**config.mk**
```make
export PLATFORM = sky130hd
export DESIGN_NAME = sysid_reader_master_flat
export DESIGN_NICKNAME = d
export VERILOG_FILES = /design/src/rtl/sysid_reader_master_if.sv /design/src/rtl/sysid_reader_master.sv /design/src/flat_wrapper.sv
export SDC_FILE = /design/constraint.sdc
export NUM_CORES = 1
export LEC_CHECK = 0
export BUFFER_PORTS_ARGS = -buffer_cell sky130_fd_sc_hd__buf_4
export CAP_MARGIN = 20
export CORE_UTILIZATION = 45
export CTS_BUF_LIST = sky130_fd_sc_hd__clkbuf_16
export DETAILED_ROUTE_END_ITERATION = 10
export PLACE_DENSITY = 0.82
export SETUP_SLACK_MARGIN = 0.05
export SLEW_MARGIN = 20
export SYNTH_ARGS = -nofsm -noshare
export SYNTH_HDL_FRONTEND = slang
export SYNTH_SLANG_ARGS = --single-unit
```
**constraint.sdc**
```tcl
create_clock -name clock -period 5.7 [get_ports clock]
set_clock_uncertainty 0.15 [all_clocks]
set_input_delay 1.71 -clock clock [delete_from_list [all_inputs] [get_ports clock]]
set_output_delay 1.71 -clock clock [all_outputs]
set_load 0.1 [all_outputs]
```
**src/rtl/sysid_reader_master_if.sv**
```systemverilog
// ---------------------------------------------------------------------------
// sysid_reader_master_if
//
// Avalon-MM read-only bus between the system-ID reader master and the
// system-ID slave. Carries no clock or reset; both sides run on the shared
// system clock.
//
// Signals:
//   avm_address      master -> slave  word select (0 = system ID, 1 = timestamp)
//   avm_read         master -> slave  read request
//   avm_waitrequest  slave  -> master stall; read completes when low with read high
//   avm_readdata     slave  -> master 32-bit read data, valid on the completing cycle
//
// Modports: master (used by sysid_reader_master), slave (used by the ID slave).
// ---------------------------------------------------------------------------
interface sysid_reader_master_if;
    logic        avm_address;
    logic        avm_read;
    logic        avm_waitrequest;
    logic [31:0] avm_readdata;

    modport master (
        output avm_address,
        output avm_read,
        input  avm_waitrequest,
        input  avm_readdata
    );

    modport slave (
        input  avm_address,
        input  avm_read,
        output avm_waitrequest,
        output avm_readdata
    );
endinterface

```
**src/rtl/sysid_reader_master.sv**
```systemverilog
// ---------------------------------------------------------------------------
// sysid_reader_master
//
// Avalon-MM read master that interrogates the system-ID slave. On a start
// pulse it reads word 0 (system ID) and word 1 (build timestamp), compares
// both against build-time expected values and reports the result to
// boot/health logic so host software can be gated on a matching image.
//
// Ports:
//   clock            in   system clock, rising edge
//   reset            in   asynchronous active-high reset
//   start            in   single-cycle pulse that begins a check sequence
//   bus              mst  Avalon-MM read bus (sysid_reader_master_if.master)
//   id_value         out  captured word 0
//   timestamp_value  out  captured word 1
//   busy             out  sequence in progress (read states and compare)
//   done             out  sequence finished; sticky until the next start
//   id_ok            out  id_value == EXPECTED_ID, valid while done
//   ts_ok            out  timestamp_value == EXPECTED_TIMESTAMP, valid while done
//   timeout_err      out  a read stalled too long; sticky until the next start
//
// Optional build macro:
//   SYSID_AUTOSTART_EN  when defined, the first cycle after reset release acts
//                       as an internal start pulse so the check runs once on
//                       its own. External start keeps working afterwards.
// ---------------------------------------------------------------------------
module sysid_reader_master #(
    parameter logic [31:0] EXPECTED_ID        = 32'h0000_0000,
    parameter logic [31:0] EXPECTED_TIMESTAMP = 32'd1488227433,
    // Legal range 1..255 (8-bit stall counter).
    parameter int unsigned TIMEOUT_CYCLES     = 255
) (
    input  logic                          clock,
    input  logic                          reset,
    input  logic                          start,
    sysid_reader_master_if.master         bus,
    output logic [31:0]                   id_value,
    output logic [31:0]                   timestamp_value,
    output logic                          busy,
    output logic                          done,
    output logic                          id_ok,
    output logic                          ts_ok,
    output logic                          timeout_err
);

    localparam logic [2:0] StIdle  = 3'd0;
    localparam logic [2:0] StRdId  = 3'd1;
    localparam logic [2:0] StRdTs  = 3'd2;
    localparam logic [2:0] StCheck = 3'd3;
    localparam logic [2:0] StFin   = 3'd4;

    // Abort fires on the stall cycle that would bring the count to
    // TIMEOUT_CYCLES, so avm_read is high for exactly TIMEOUT_CYCLES stalls.
    localparam logic [7:0] TmoLast = 8'(TIMEOUT_CYCLES - 1);

    logic [2:0]  state_q, state_d;
    logic        avm_read_q, avm_read_d;
    logic        avm_address_q, avm_address_d;
    logic [31:0] id_value_q, id_value_d;
    logic [31:0] ts_value_q, ts_value_d;
    logic        busy_q, busy_d;
    logic        done_q, done_d;
    logic        id_ok_q, id_ok_d;
    logic        ts_ok_q, ts_ok_d;
    logic        timeout_q, timeout_d;
    logic [7:0]  cnt_q, cnt_d;

    logic        start_eff;
    logic        completing;
    logic        stalled;
    logic        tmo_hit;

`ifdef SYSID_AUTOSTART_EN
    // High only in the first cycle after reset release.
    logic auto_q;

    always_ff @(posedge clock or posedge reset) begin
        if (reset) begin
            auto_q <= 1'b1;
        end else begin
            auto_q <= 1'b0;
        end
    end

    assign start_eff = start | auto_q;
`else
    assign start_eff = start;
`endif

    assign completing = avm_read_q & ~bus.avm_waitrequest;
    assign stalled    = avm_read_q &  bus.avm_waitrequest;
    assign tmo_hit    = stalled & (cnt_q == TmoLast);

    always_comb begin
        state_d       = state_q;
        avm_read_d    = avm_read_q;
        avm_address_d = avm_address_q;
        id_value_d    = id_value_q;
        ts_value_d    = ts_value_q;
        done_d        = done_q;
        id_ok_d       = id_ok_q;
        ts_ok_d       = ts_ok_q;
        timeout_d     = timeout_q;
        cnt_d         = cnt_q;

        case (state_q)
            StIdle, StFin: begin
                if (state_q == StFin) begin
                    done_d = 1'b1;
                end
                if (start_eff) begin
                    state_d       = StRdId;
                    avm_read_d    = 1'b1;
                    avm_address_d = 1'b0;
                    cnt_d         = 8'd0;
                    done_d        = 1'b0;
                    id_ok_d       = 1'b0;
                    ts_ok_d       = 1'b0;
                    timeout_d     = 1'b0;
                end
            end

            StRdId: begin
                if (completing) begin
                    id_value_d    = bus.avm_readdata;
                    state_d       = StRdTs;
                    // Drop read for one cycle; the next address is set up now.
                    avm_read_d    = 1'b0;
                    avm_address_d = 1'b1;
                    cnt_d         = 8'd0;
                end else if (tmo_hit) begin
                    state_d    = StFin;
                    avm_read_d = 1'b0;
                    timeout_d  = 1'b1;
                    id_ok_d    = 1'b0;
                    ts_ok_d    = 1'b0;
                    done_d     = 1'b1;
                end else if (stalled) begin
                    cnt_d = cnt_q + 8'd1;
                end
            end

            StRdTs: begin
                if (!avm_read_q) begin
                    // Gap cycle after the ID read; issue the timestamp read.
                    avm_read_d = 1'b1;
                end else if (completing) begin
                    ts_value_d = bus.avm_readdata;
                    state_d    = StCheck;
                    avm_read_d = 1'b0;
                end else if (tmo_hit) begin
                    state_d    = StFin;
                    avm_read_d = 1'b0;
                    timeout_d  = 1'b1;
                    id_ok_d    = 1'b0;
                    ts_ok_d    = 1'b0;
                    done_d     = 1'b1;
                end else if (stalled) begin
                    cnt_d = cnt_q + 8'd1;
                end
            end

            StCheck: begin
                id_ok_d = (id_value_q == EXPECTED_ID);
                ts_ok_d = (ts_value_q == EXPECTED_TIMESTAMP);
                state_d = StFin;
            end

            default: begin
                state_d    = StIdle;
                avm_read_d = 1'b0;
            end
        endcase

        busy_d = (state_d == StRdId) || (state_d == StRdTs) || (state_d == StCheck);
    end

    always_ff @(posedge clock or posedge reset) begin
        if (reset) begin
            state_q       <= StIdle;
            avm_read_q    <= 1'b0;
            avm_address_q <= 1'b0;
            id_value_q    <= 32'd0;
            ts_value_q    <= 32'd0;
            busy_q        <= 1'b0;
            done_q        <= 1'b0;
            id_ok_q       <= 1'b0;
            ts_ok_q       <= 1'b0;
            timeout_q     <= 1'b0;
            cnt_q         <= 8'd0;
        end else begin
            state_q       <= state_d;
            avm_read_q    <= avm_read_d;
            avm_address_q <= avm_address_d;
            id_value_q    <= id_value_d;
            ts_value_q    <= ts_value_d;
            busy_q        <= busy_d;
            done_q        <= done_d;
            id_ok_q       <= id_ok_d;
            ts_ok_q       <= ts_ok_d;
            timeout_q     <= timeout_d;
            cnt_q         <= cnt_d;
        end
    end

    assign bus.avm_read    = avm_read_q;
    assign bus.avm_address = avm_address_q;
    assign id_value        = id_value_q;
    assign timestamp_value = ts_value_q;
    assign busy            = busy_q;
    assign done            = done_q;
    assign id_ok           = id_ok_q;
    assign ts_ok           = ts_ok_q;
    assign timeout_err     = timeout_q;

endmodule
```
**src/flat_wrapper.sv**
```systemverilog
// flat-port wrapper written by rule: the top's interface ports become plain ports
module sysid_reader_master_flat 
#(
    parameter logic [31:0] EXPECTED_ID        = 32'h0000_0000,
    parameter logic [31:0] EXPECTED_TIMESTAMP = 32'd1488227433,
                                                
    parameter int unsigned TIMEOUT_CYCLES     = 255
)
  (clock, reset, start, id_value, timestamp_value, busy, done, id_ok, ts_ok, timeout_err, bus_avm_address, bus_avm_read, bus_avm_waitrequest, bus_avm_readdata);
  sysid_reader_master_if bus_i ();
  input  logic clock;
  input  logic reset;
  input  logic start;
  output logic [31:0] id_value;
  output logic [31:0] timestamp_value;
  output logic busy;
  output logic done;
  output logic id_ok;
  output logic ts_ok;
  output logic timeout_err;
  output wire logic [$bits(bus_i.avm_address)-1:0] bus_avm_address;
  output wire logic [$bits(bus_i.avm_read)-1:0] bus_avm_read;
  input wire logic [$bits(bus_i.avm_waitrequest)-1:0] bus_avm_waitrequest;
  input wire logic [$bits(bus_i.avm_readdata)-1:0] bus_avm_readdata;
  assign bus_avm_address = bus_i.avm_address;
  assign bus_avm_read = bus_i.avm_read;
  assign bus_i.avm_waitrequest = bus_avm_waitrequest;
  assign bus_i.avm_readdata = bus_avm_readdata;
  sysid_reader_master #(.EXPECTED_ID(EXPECTED_ID), .EXPECTED_TIMESTAMP(EXPECTED_TIMESTAMP), .TIMEOUT_CYCLES(TIMEOUT_CYCLES)) u_core (.clock(clock), .reset(reset), .start(start), .bus(bus_i), .id_value(id_value), .timestamp_value(timestamp_value), .busy(busy), .done(done), .id_ok(id_ok), .ts_ok(ts_ok), .timeout_err(timeout_err));
endmodule
```
## Yosys cells after proc, flatten, opt, wreduce, memory -nomap -nowiden

Index checks and enable logic that the tools add are counted.

- Register bits after elaboration: 82
- Input bits: 36
- Output and inout port bits: 71
- Logic and storage cells: 89

- $add $sub $neg: 1
- Equality and inequality tests: 15
- Multiplexer cells: 41
- Bitwise logic cells: 5
- Reduce and logical (&&, ||, !) cells: 16

Operators by type and width:

| operator | count |
|---|---|
| $mux W8 | 6 |
| $eq A32 B31 Y1 const B | 1 |
| $logic_not A32 Y1 | 1 |
| $pmux W8 S3 | 1 |
| $mux W1 | 22 |
| $reduce_and A3 Y1 | 6 |
| $mux W3 | 5 |
| $eq A3 B2 Y1 const B | 4 |
| $pmux W1 S4 | 3 |
| $pmux W3 S4 | 1 |
| $add A8 B1 Y8 const B | 1 |
| $eq A8 B8 Y1 const B | 1 |
| $eq A3 B1 Y1 const B | 2 |
| $pmux W1 S3 | 2 |
| $ne A2 B1 Y1 const B | 2 |
| $ne A2 B2 Y1 const B | 2 |
| $reduce_and A4 Y1 | 1 |
| $reduce_bool A4 Y1 | 1 |
| $and A1 B1 Y1 | 3 |
| $eq A3 B3 Y1 const B | 1 |
| $logic_not A3 Y1 | 1 |
| $ne A3 B1 Y1 const B | 1 |
| $ne A3 B2 Y1 const B | 1 |
| $reduce_bool A3 Y1 | 1 |
| other kinds (6) | 8 |

## Depth between registers and ports, before layout

Gate-level depths: netlist (run 1).

- Word-level depth: 9
- Mapped depth: 7
- Mapped depth without buffers: 6

## Least setup slack after synthesis (run 1)

Ideal clock, no wire load.

- Path kind: input to register
- Start: input port start
- End: register u_core.cnt_q[2]
- Setup time: 0.066 ns
- Arrival: 2.712 ns
- Required time: 5.484 ns
- Setup slack: 2.772 ns
- Cell stages on the path: 5
- Buffers on the path: 1
- Cells stage by stage: and2b_1 o21ba_1 buf_6 or4_1 nand2_1

- Word-level cells in the longest chain between the ends: 2

RTL lines:

| item | RTL line | RTL |
|---|---|---|
| start: declaration | flat_wrapper.sv:13 | `input logic start;` |
| $ne A2 B2 Y1 (no source line) | n/a |  |
| $reduce_and A4 Y1 (no source line) | n/a |  |
| end signal: assignment | sysid_reader_master.sv:202 | `cnt_q <= cnt_d;` |
| end: declaration | sysid_reader_master.sv:66 | `logic [7:0] cnt_q, cnt_d;` |

No other way between the ends.
A chain may end at the register's enable or synchronous reset.

## Worst setup path in the final report (run 1)

- Start: input port bus_avm_waitrequest
- End: register u_core.id_value_q[29] (netlist: u_core.id_value[29])

- Word-level cells in the longest chain between the ends: 3

RTL lines:

| item | RTL line | RTL |
|---|---|---|
| start: declaration | flat_wrapper.sv:23 | `input wire logic [$bits(bus_i.avm_waitrequest)-1:0] bus_avm_waitrequest;` |
| $not A1 Y1 | sysid_reader_master.sv:90 | `assign completing = avm_read_q & ~bus.avm_waitrequest;` |
| $and A1 B1 Y1 | sysid_reader_master.sv:90 |  |
| $reduce_and A2 Y1 (no source line) | n/a |  |
| end signal: assignment | sysid_reader_master.sv:195 | `id_value_q <= id_value_d;` |
| end: declaration | sysid_reader_master.sv:59 | `logic [31:0] id_value_q, id_value_d;` |

No other way between the ends.

==> results.yml, run 1 <==
run_status:
  status: "finished, final reports clean"
routing:
  drt_pre_antenna_iters: 5
  initialDrtViolationCount: 136
  route.antenna.remaining_nets: 0
  drc: 0
  routed_length_per_instance_um: 18.0
  totalWireLength_mm: 8.89
  avgViaCountPerCell: 5.63
  via_count: 2782
finish:
  nets: 425
  drive_above_1_share: 0.490
  filler_cell_count: 639
  areaGrowthSynthToFinish_pct: 31.5
  multiInputGateArea_um2: 1480
  num_antenna_cells: 0
  sequential_cell_area_um2: 2050
critical_path:
  timing.critical_path.slowest_stage_cell: "nand2_2"
  critical_path.endpoint_type: "flop"
  crit_start: "bus_avm_waitrequest"
  cp_top_family: "simple AND/OR/NAND/NOR gates"
  worst-setup-path-type: "in -> reg"
  crit_fanout: 33
  timing.rr.start: "u_core.state_q[0]$_DFF_PP0_"
  cp.required_ps: 5760
  crit_path_cell_trace: "buf_4 > nand2b_1 > nor2_1 > nand2_2 > mux2_2"
  worstPathBufferInverterCount: 1
  cp_data_arrival_time_ps: 3200
  cpPeakStageDelay_ps: 490
  setup.worst_path.start_class: "input pin"
clock_tree:
  cts_tree: "done"
  cts_setup_buffers: 0
  clk_latency_ps: 330
  cts-buffers-inserted: 9
  postCtsResizedCells: 0
  worst_setup_hold_path_clk_slew_ps: 60
  clock_tree.root_cell: "clkbuf_16"
  clock_sinks: 82
  cts_hold_buffers: 0
  ctsHtreeMaxLevel: 3
  clk_path_buf_depth: 2
synthesis:
  netlist_area_um2: 3640
  synth-warning-count: 0
  synth_fp_nets: 319
  avg_cell_area_syn_um2: 13.0
  ys_ff_latch: 82
  syn-instance-count: 281
  yosysUniqueCellTypes: 47
  portion_of_the_post_synthesis_area_used_by_sequential_elements: 0.563
place:
  gp_congestion: 0.885
  port-buffer-count: 106
  dp_hpwl_mm: 6.38
die:
  die_area_um2: 8460
  die_h_um: 92.0
  placement_rows: 32
  start_util: 0.469
  die_x_um: 92.0
  core_area_um2: 7770
  io_pins: 107
global_routing:
  overflow: 0
  first_global_vias: 2929
  grt_antenna_before_repair: 0
  global_route.usage.total: 0.226
  largest_net_degree_at_the_start_of_global_routing: 44
  grt_pass1_wl_mm: 14.6
timing:
  worst_pin_slew_ps: 809
  max_clock_freq_mhz: 318
  totalNegativeSetupSlack_ps: 0
  rsz0062_at_grt: "no"
  timing.final.setup_violations: 0
  pins_over_slew_limit: 0
  max_slew_headroom: 0.459
  finalWorstPathRequiredPeriod_ps: 3140
  timing.final.hold_violations: 0
  post-route-period-util: 0.551
worst_hold_path:
  worst_hold_path_type: "reg -> reg"
  hp-start: "u_core.bus.avm_address$_DFFE_PP0P_"
job:
  max_cap_viol_count: 0
==> cells in the mapped netlist, drive strengths merged <==
| master | instances | area [um^2] |
|---|---|---|
| nand3 | 10 | 50.1 |
| nor2 | 6 | 22.5 |
| a22oi | 2 | 20.0 |
| dfrtp | 82 | 2050 |
| nor2b | 1 | 6.26 |
| nand2b | 4 | 25.0 |
| a31oi | 1 | 6.26 |
| nand2 | 13 | 51.3 |
| o31ai | 5 | 37.5 |
| a2111oi | 1 | 8.76 |
| o21ai | 4 | 20.0 |
| a21oi | 8 | 40.0 |
| nor3 | 3 | 15.0 |
| nor4b | 1 | 8.76 |
| nor4 | 10 | 62.6 |
| a211oi | 1 | 7.51 |
| nand4b | 1 | 8.76 |
| and2b | 2 | 15.0 |
| or3 | 3 | 18.8 |
| o211ai | 5 | 37.5 |
| o21a | 2 | 15.0 |
| nor4bb | 3 | 36.3 |
| o21ba | 1 | 10.0 |
| and2 | 2 | 13.8 |
| o22ai | 2 | 12.5 |
| or4b | 1 | 10.0 |
| and3 | 2 | 12.5 |
| and4 | 3 | 26.3 |
| and3b | 1 | 8.76 |
| buf | 13 | 86.3 |
| o211a | 1 | 10.0 |
| nand3b | 1 | 7.51 |
| inv | 7 | 26.3 |
| o21bai | 1 | 7.51 |
| ha | 2 | 25.0 |
| or4 | 6 | 45.0 |
| nand4 | 3 | 18.8 |
| xor2 | 1 | 8.76 |
| mux2 | 65 | 732 |
| nor3b | 1 | 18.8 |
==> state kept, by name (all words and copies together) (netlist names) <==
| signal | flops |
|---|---|
| u_core.busy | 1 |
| u_core.bus.avm_read | 1 |
| u_core.id_value | 32 |
| u_core.done | 1 |
| u_core.cnt_q | 8 |
| u_core.id_ok | 1 |
| u_core.timeout_err | 1 |
| u_core.state_q | 3 |
| u_core.timestamp_value | 32 |
| u_core.bus.avm_address | 1 |
| u_core.ts_ok | 1 |
==> final cells by class <==
type,instances,area share
multi-input cells,179,0.309
well taps,102,0.0266
clock buffers,9,0.0470
flip-flops and latches,82,0.428
repair buffers,108,0.169
clock inverters,7,0.0146
inverters,7,0.00574
==> metal layers <==
layer / wire, um / GRT usage / vias to the layer above
li1: - / - / 1255
met1: 3400 / 0.279 / 1388
met2: 4500 / 0.374 / 130
met3: 877 / 0.0680 / 9
met4: 110 / 0.0794 / 0
met5: 0 / 0 / -
==> final timing paths <==
check                                                              end  slack, ps  depth (start not counted)
worst max register to register         u_core.id_value[29]$_DFFE_PP0P_       3410                          3
worst max-delay path                   u_core.id_value[29]$_DFFE_PP0P_       2560                          5
worst min-delay path                u_core.bus.avm_address$_DFFE_PP0P_        340                          2
worst min register to register      u_core.bus.avm_address$_DFFE_PP0P_        340                          2
max in group asynchronous       u_core.timestamp_value[18]$_DFFE_PP0P_       3130                          3
min in group asynchronous        u_core.timestamp_value[5]$_DFFE_PP0P_       1310                          2
==> placed cells by master (no fill, tap or decap), types with 6 or more instances in the layout <==
| cell | count |
|---|---|
| nor2_1 | 6 |
| mux2_2 | 64 |
| nand2_1 | 12 |
| or4_1 | 6 |
| dfrtp_1 | 82 |
| inv_1 | 8 |
| buf_4 | 108 |
| nand3_1 | 10 |
| nor4_1 | 10 |
| clkbuf_16 | 9 |
| a21oi_1 | 8 |
==> stage by stage <==
| stage | hold WS [ps] | cell area (um^2) | worst slack [ps] | util | instances |
|---|---|---|---|---|---|
| after floorplan | 377 | 3640 | 1730 | - | 281 |
| after global placement | 322 | 4500 | 2270 | 0.579 | 478 |
| after detailed placement | 331 | 4500 | 2230 | 0.579 | 478 |
| after CTS | 348 | 4790 | 2570 | 0.617 | 494 |
| after global routing | 358 | 4790 | 2430 | 0.617 | 494 |
| final | 341 | 4790 | 2560 | 0.617 | 494 |
==> worst reg2reg max path, delay by kind of cell (launching register included) <==
family / cells / cell delay (ps)
DFF: 1 / 600
muxes: 1 / 490
and+or+nand+nor: 2 / 920
==> cell families (layout without fill, tap and decap cells) <==
| group | Yosys count | count (layout) | synth area share |
|---|---|---|---|
| buffers and inverters | 20 | 131 | 0.0309 |
| adder cells (fa/ha/maj) | 2 | 2 | 0.00686 |
| AND/OR/NAND/NOR | 77 | 77 | 0.132 |
| XOR/XNOR | 1 | 1 | 0.00240 |
| multiplexers | 65 | 65 | 0.201 |
| AO/OA/AOI/OAI | 34 | 34 | 0.0639 |
| flip-flops | 82 | 82 | 0.563 |
Power of run 1 is not shown: default switching activity piles up to over one toggle a cycle in this logic, so the estimate is an artifact.
==> inputs of run 2 (changes only) <==
==> constraint.sdc (replaced) <==
create_clock -name clock -period 3.2 [get_ports clock]
set_clock_uncertainty 0.15 [all_clocks]
set_input_delay 0.96 -clock clock [delete_from_list [all_inputs] [get_ports clock]]
set_output_delay 0.96 -clock clock [all_outputs]
set_load 0.1 [all_outputs]
==> run 2 against run 1 <==
Critical path depth grew 1. Register-to-register slack worse by 2400 ps. Utilization increased by 0.79 points. First-iteration DRC count is 0.74% lower. Largest cell class unchanged.
==> results.yml, run 2 (same netlist as run 1, synthesis figures left out) <==
critical_path:
  timing.critical_path.slowest_stage_cell: "nand2_1"
  worst-setup-path-type: "in -> reg"
  library_cell_appearing_most_often_on_the_critical_path: "buf_4"
  setup.worst_path.start_class: "input pin"
  critical_path.endpoint_type: "flop"
  cp_data_arrival_time_ps: 2420
  cp.required_ps: 3260
  cpPeakStageDelay_ps: 380
  crit_path_cell_trace: "buf_4 > nand2b_1 > nor2_1 > nand2_1 > buf_4 > mux2_2"
  crit_fanout: 16
global_routing:
  global_route.usage.total: 0.225
  largest_net_degree_at_the_start_of_global_routing: 44
  overflow: 0
  grt_pass1_wl_mm: 14.5
  grt_antenna_before_repair: 0
  first_global_vias: 2824
routing:
  avgViaCountPerCell: 5.53
  drc: 0
  via_count: 2746
  route.antenna.remaining_nets: 0
  met2WireLength_mm: 4.37
  highest-signal-layer: "met4"
  routed_length_per_instance_um: 18.0
  drt_pre_antenna_iters: 4
  totalWireLength_mm: 8.96
  initialDrtViolationCount: 135
  wl_met1_mm: 3.86
  met3WireLength_um: 566
timing:
  max_slew_headroom: 0.477
  worst_pin_slew_ps: 781
  post-route-period-util: 0.736
  max_clock_freq_mhz: 425
  totalNegativeSetupSlack_ps: 0
  timing.final.setup_violations: 0
  finalWorstPathRequiredPeriod_ps: 2360
  layout_setup_ws_ps: 845
  fin_hold_ws_ps: 357
  rsz0062_at_grt: "no"
  pins_over_slew_limit: 0
  timing.final.hold_violations: 0
place:
  dp_hpwl_mm: 6.62
  dp_worst_setup_slack_ps: 510
  gp_congestion: 0.845
  port-buffer-count: 106
clock_tree:
  cts_tree: "done"
  worst_setup_hold_path_clk_slew_ps: 60
  cts_setup_buffers: 0
  clk_latency_ps: 340
  clk_path_buf_depth: 2
  clock_sinks: 82
  cts-buffers-inserted: 9
  cts_hold_buffers: 0
  clock_tree.root_cell: "clkbuf_16"
  ctsHtreeMaxLevel: 3
  postCtsResizedCells: 0
finish:
  finalCoreUtilization: 0.625
  nets: 428
  most_common_cell_after_layout_fill_and_taps_aside: "buf_4"
  most-common-layout-cells: "buf_4, dfrtp_1, mux2_2"
  num_antenna_cells: 0
  areaGrowthSynthToFinish_pct: 33.2
  drive_above_1_share: 0.496
die:
  placement_rows: 32
  die_area_um2: 8460
  die_h_um: 92.0
  start_util: 0.469
  die_x_um: 92.0
  io_pins: 107
  core_area_um2: 7770
job:
  max_cap_viol_count: 0
worst_hold_path:
  worst_hold_path_type: "reg -> reg"
run_status:
  status: "finished, final reports clean"
==> run 2: worst paths after layout <==
path | from | to | slack, ps | depth (start not counted)
worst min-delay path | u_core.timeout_err$_DFFE_PP0P_ | u_core.timeout_err$_DFFE_PP0P_ | 360 | 1
min in group asynchronous | reset | u_core.id_value[2]$_DFFE_PP0P_ | 530 | 2
max in group asynchronous | reset | u_core.id_value[9]$_DFFE_PP0P_ | 1790 | 3
worst max register to register | u_core.state_q[0]$_DFF_PP0_ | u_core.timestamp_value[7]$_DFFE_PP0P_ | 1000 | 4
worst max-delay path | bus_avm_waitrequest | u_core.timestamp_value[7]$_DFFE_PP0P_ | 840 | 6
worst min register to register | u_core.timeout_err$_DFFE_PP0P_ | u_core.timeout_err$_DFFE_PP0P_ | 360 | 1
==> run 2: per-stage QoR <==
stage | instances | instance area (um^2)
after global routing | 497 | 4850
after floorplan | 281 | 3650
after CTS | 497 | 4850
after global placement | 481 | 4540
after detailed placement | 481 | 4540
final | 497 | 4850
==> run 2: worst max-delay path: cells and delay by family <==
family        cells  cell delay (ps)
mux               1              370
buf+inv           2              440
simple gates      3              640
==> run 2: layer usage <==
metal,GRT usage,vias to the layer above
li1,-,1261
met1,0.289,1390
met2,0.362,83
met3,0.0705,12
met4,0.0768,0
met5,0,-
==> run 2: layout make-up <==
cell class / instances / area, um^2
Tap cell: 102 / 128
Fill cell: 623 / 2910
Inverter: 7 / 30.0
Clock inverter: 7 / 93.8
Clock buffer: 9 / 225
Timing Repair Buffer: 111 / 846
Sequential cell: 82 / 2050
Multi-Input combinational cell: 179 / 1480
Power of run 2 is left out for the same reason.
